File: src/rtl/logistic_map_engine.sv
// logistic_map_engine: multi-channel fixed-point logistic-map iterator, x' = mu*x*(1-x),
// round-robin over one shared 2-stage multiply pipeline with a valid/ready snapshot stream.
module logistic_map_engine #(
    parameter int WIDTH    = 17,
    parameter int MU_W     = 18,
    parameter int CHANNELS = 4,
    parameter int CNT_W    = 16,
    parameter bit STREAM   = 1'b1
) (
    input  logic                      CLK,
    input  logic                      RST_N,
    input  logic                      start,
    input  logic [CHANNELS*WIDTH-1:0] x0,
    input  logic [CHANNELS*MU_W-1:0]  mu,
    input  logic [CNT_W-1:0]          iterations,
    output logic                      busy,
    output logic                      done,
    output logic                      out_valid,
    input  logic                      out_ready,
    output logic [CNT_W-1:0]          out_iter,
    output logic [CHANNELS*WIDTH-1:0] x_out
);
    localparam int CH_W = (CHANNELS > 1) ? $clog2(CHANNELS) : 1;
    localparam int CW   = $clog2(CHANNELS + 2);
    localparam int TW   = 2 * WIDTH;
    localparam int PW   = MU_W + WIDTH;

    typedef enum logic [1:0] {IDLE, RUN, EMIT, FIN} state_t;

    state_t           state, state_n;
    logic [CW-1:0]    cnt;
    logic [CNT_W-1:0] iter_cap, iter_next;
    logic [WIDTH-1:0] xs [CHANNELS];
    logic [MU_W-1:0]  mus [CHANNELS];
    logic [CH_W-1:0]  ch_issue, ch1, ch2;
    logic             v1, v2, last, issue;
    logic [WIDTH-1:0] t_n, t_r, y_n, y_r;
    logic [TW-1:0]    p1;
    logic [PW-1:0]    p2;

    for (genvar k = 0; k < CHANNELS; k++) begin : g_out
        assign x_out[k*WIDTH +: WIDTH] = xs[k];
    end

    always_comb begin
        last      = cnt == CW'(CHANNELS + 1);
        issue     = state == RUN && cnt < CW'(CHANNELS);
        ch_issue  = CH_W'(cnt);
        iter_next = &out_iter ? out_iter : out_iter + CNT_W'(1);
        p1        = TW'(xs[ch_issue]) * TW'({1'b1, {WIDTH{1'b0}}} - {1'b0, xs[ch_issue]});
        t_n       = WIDTH'(p1 >> WIDTH);
        p2        = (PW'(mus[ch1]) * PW'(t_r)) >> (MU_W - 2);
        y_n       = |p2[PW-1:WIDTH] ? '1 : p2[WIDTH-1:0];
        state_n   = state;
        case (state)
            IDLE:    if (start) state_n = (iterations == '0) ? FIN : RUN;
            RUN:     if (last && (STREAM || iter_next == iter_cap)) state_n = EMIT;
            EMIT:    if (out_ready) state_n = (out_iter == iter_cap) ? FIN : RUN;
            FIN:     state_n = IDLE;
            default: state_n = IDLE;
        endcase
    end

    always_ff @(posedge CLK) begin
        if (!RST_N) state <= IDLE;
        else state <= state_n;
    end

    // Channel k is issued in RUN cycle k and written back at the end of cycle k+2.
    always_ff @(posedge CLK) begin
        if (!RST_N) begin
            cnt       <= '0;
            busy      <= 1'b0;
            done      <= 1'b0;
            out_valid <= 1'b0;
            out_iter  <= '0;
            iter_cap  <= '0;
            v1        <= 1'b0;
            v2        <= 1'b0;
            ch1       <= '0;
            ch2       <= '0;
            t_r       <= '0;
            y_r       <= '0;
            for (int k = 0; k < CHANNELS; k++) begin
                xs[k]  <= '0;
                mus[k] <= '0;
            end
        end else begin
            cnt  <= (state == RUN && !last) ? cnt + CW'(1) : '0;
            done <= state == FIN;
            v1   <= issue;
            ch1  <= ch_issue;
            t_r  <= t_n;
            v2   <= v1;
            ch2  <= ch1;
            y_r  <= y_n;
            if (v2) xs[ch2] <= y_r;
            if (state == IDLE && start) begin
                busy     <= 1'b1;
                out_iter <= '0;
                iter_cap <= iterations;
                for (int k = 0; k < CHANNELS; k++) begin
                    xs[k]  <= x0[k*WIDTH +: WIDTH];
                    mus[k] <= mu[k*MU_W +: MU_W];
                end
            end
            if (state == RUN && last) out_iter <= iter_next;
            if (state == RUN && state_n == EMIT) out_valid <= 1'b1;
            if (state == EMIT && out_ready) out_valid <= 1'b0;
            if (state == FIN) busy <= 1'b0;
        end
    end
endmodule

File: config.mk
export PLATFORM = sky130hd
export DESIGN_NAME = logistic_map_engine
export DESIGN_NICKNAME = d
export VERILOG_FILES = /design/src/rtl/logistic_map_engine.sv
export SDC_FILE = /design/constraint.sdc
export NUM_CORES = 2
export LEC_CHECK = 0
export BUFFER_PORTS_ARGS = -buffer_cell sky130_fd_sc_hd__buf_2
export CAP_MARGIN = 30
export CORE_MARGIN = 2
export CORE_UTILIZATION = 65
export DETAILED_ROUTE_END_ITERATION = 7
export GPL_ROUTABILITY_DRIVEN = 0
export PLACE_DENSITY = 0.86
export SYNTH_ARGS = -nofsm -noshare
export SYNTH_HDL_FRONTEND = slang
export SYNTH_SLANG_ARGS = --single-unit
File: constraint.sdc
create_clock -name CLK -period 13.6 [get_ports CLK]
set_input_delay 1.36 -clock CLK [delete_from_list [all_inputs] [get_ports CLK]]
set_output_delay 1.36 -clock CLK [all_outputs]
set_load 0.005 [all_outputs]
==> run_results.csv <==
group,metric,value,unit
timing,final_hold_viol_count,0,
grt,grt_pass1_wl,124000,um
timing,grt_setup_unrepaired,"no",
clock_network,ctsResizeCount,0,
grt,overflow,0,
synth,synth.cell_area,0.0288,mm^2
synth,ys_top_cells_by_area,"fa_1 (33%), edfxtp_1 (15%), ha_1 (10%)",
critical_path,crit_top_cell,"fa_1",
critical_path,rrSetupSlack,3.98,ns
cells_and_area,drive_above_1_share,11.8,%
critical_path,r2r-start,"cnt[1]",
clock_network,cts_buffers,23,
synth,synthFlopType,"edfxtp_1",
floorplan,start_util,65.5,%
timing,setup_tns,0,ns
critical_path,max_stage_delay,0.56,ns
hold_path,holdPathEnd,"busy",
hold_path,min_path_cells,2,
clock_network,cts-root-buf,"clkbuf_16",
cells_and_area,fin_nets,4020,
critical_path,crit_slowest_cell,"fa_1",
placement,dp_hpwl,58600,um
timing,skew,0.00843,ns
grt,grt_start_max_net_pins,104,
timing,slew_headroom,34.5,%
critical_path,required,14.04,ns
synth,yosys.area.top_type,"fa_1",
synth,syn_area_per_cell,9.71,um^2
critical_path,r2r-end,"t_r[13]",
run,maxCapViolations,0,
routing,drt-initial-drc-count,1927,
synth,netlist.area_leader.share,32.9,%
clock_network,htreeDepth,1,
routing,first_pass_iters,6,
floorplan,row_count,77,
synth,synth.distinct_cells,67,
floorplan,ioPinCount,247,
timing,post-route-period-util,70.7,%
clock_network,cts_tree,"built",
cells_and_area,synthToLayoutAreaGrowth,8.87,%
timing,fmax,104,MHz
cells_and_area,final_common_cell,"inv_1",
critical_path,worstRegToRegCells,30,
routing,routedWlPerCell,20.3,um
status,status,"finished clean",
floorplan,die_h,215,um
floorplan,die_x,215,um
floorplan,core-area,0.0440,mm^2
synth,synthCells,2967,
cells_and_area,final_cell_mix,"inv_1 (625), fa_1 (474), nand2_1 (270)",
hold_path,hold_path.class,"flop to flop",
grt,grtUsageTotal,34.0,%
placement,port_buffers,246,
clock_network,clock_path_buffers,3,
clock_network,cts_hold_buf,0,
routing,antenna_left,0,
clock_network,clock_latency,0.53,ns
critical_path,end_kind,"flop",
critical_path,cp_data_arrival_time,10.06,ns
synth,ys_seq_area_share,20.1,%
routing,detail_route.wirelength,76100,um
hold_path,hold_start,"busy",
floorplan,dieArea,0.0460,mm^2
routing,avgViaCountPerCell,5.92,
critical_path,criticalPathCategory,"flop to flop",
critical_path,crit_path_max_fanout,30,
timing,fin_crit,9.62,ns
critical_path,cp-start-kind,"flop",
timing,drv_slew,0,
clock_network,postCtsSetupBuffers,0,
timing,tightest_slew,0.982,ns
synth,ys_warn_count,0,
clock_network,cts.sinks,220,
synth,synth_seq_cells,220,
grt,grt_pass1_vias,24400,
synth,async_reset_ff_share,0,%
synth,synth_edf_count,140,
routing,route.vias.total,22200,
grt,antenna_found_initial,5,
clock_network,path_clk_slew,0.06,ns
timing,setup_viol,0,
routing,drc_errors,0,
==> cells in the mapped netlist, types with 13 or more instances <==
library cell,number
edfxtp_1,140
and2_1,139
nand2_1,270
ha_1,241
mux4_2,24
nor3_1,21
nand3_1,19
a22o_1,68
inv_1,626
xnor2_1,27
clkbuf_1,113
a21oi_1,68
fa_1,474
mux2i_1,17
and3_1,81
nor2b_1,18
nand2b_1,97
xor2_1,31
nor2_1,197
buf_1,13
o21ai_0,29
a21o_1,30
dfxtp_1,80
nand4_1,13
==> kinds of logic after synthesis <==
family	Yosys count	synth area share (%)
flops	220	20.1
buf+inv	761	9.96
other cells	2	0.0261
mux	53	2.97
simple gates	901	15.5
xor+xnor	58	1.76
compound gates	257	6.24
fa+ha+maj	715	43.4
==> layout make-up <==
type / instances / area (um^2)
multi-input combinational: 2000 / 20200
fill: 2894 / 12600
sequential: 220 / 5810
inverter: 630 / 2370
timing repair buffer: 270 / 1450
tap: 592 / 741
clock buffer: 32 / 696
clock inverter: 10 / 92.6
antenna: 1 / 2.50
==> critical path, delay by kind of cell, from the launching register on <==
| kind | cells | cell delay, ns |
|---|---|---|
| compound gates | 6 | 1.64 |
| fa+ha+maj | 8 | 3.84 |
| flops | 1 | 0.30 |
| simple gates | 8 | 2.32 |
| buf+inv | 6 | 0.77 |
| mux | 2 | 0.62 |
==> per-layer routing <==
metal / part of all wire (%) / GRT usage (%)
met4: 5.4 / 16.7
met1: 34 / 40.7
met3: 10 / 7.46
met5: 0.037 / 0
met2: 50 / 58.4
==> worst max-delay path by stage <==
stage	start	endpoint	slack [ns]	cells past startpoint
3_3_place_gp	cnt[1]	t_r[16]	4.45	30
4_1_cts	cnt[1]	t_r[13]	4.08	30
3_5_place_dp	cnt[1]	t_r[13]	4.15	30
5_1_grt	cnt[1]	t_r[13]	3.53	30
6_report	cnt[1]	t_r[13]	3.98	30
2_1_floorplan	cnt[1]	t_r[16]	4.91	31
==> state kept, by name (all words and copies together), names as in the netlist, 2 cells and up <==
register and flops:
out_iter 16, state 2, xs 68, ch1 2, ch2 2, mus 72, t_r 17, y_r 17
iter_cap 16, cnt 3
==> through the flow <==
step / cell area (um^2) / hold WS (ns) / utilization (%) / std cells / worst slack, ns
after floorplan: 28900 / 0.412 / - / 2981 / 4.91
after global placement: 30500 / 0.422 / 69.3 / 3708 / 4.45
after detailed placement: 30500 / 0.448 / 69.3 / 3708 / 4.15
after CTS: 31300 / 0.471 / 71.1 / 3750 / 4.08
after global routing: 31400 / 0.485 / 71.3 / 3755 / 3.53
final: 31400 / 0.471 / 71.3 / 3755 / 3.98
Power is not shown: default switching activity piles up to over one toggle a cycle in this logic, so the estimate is an artifact.
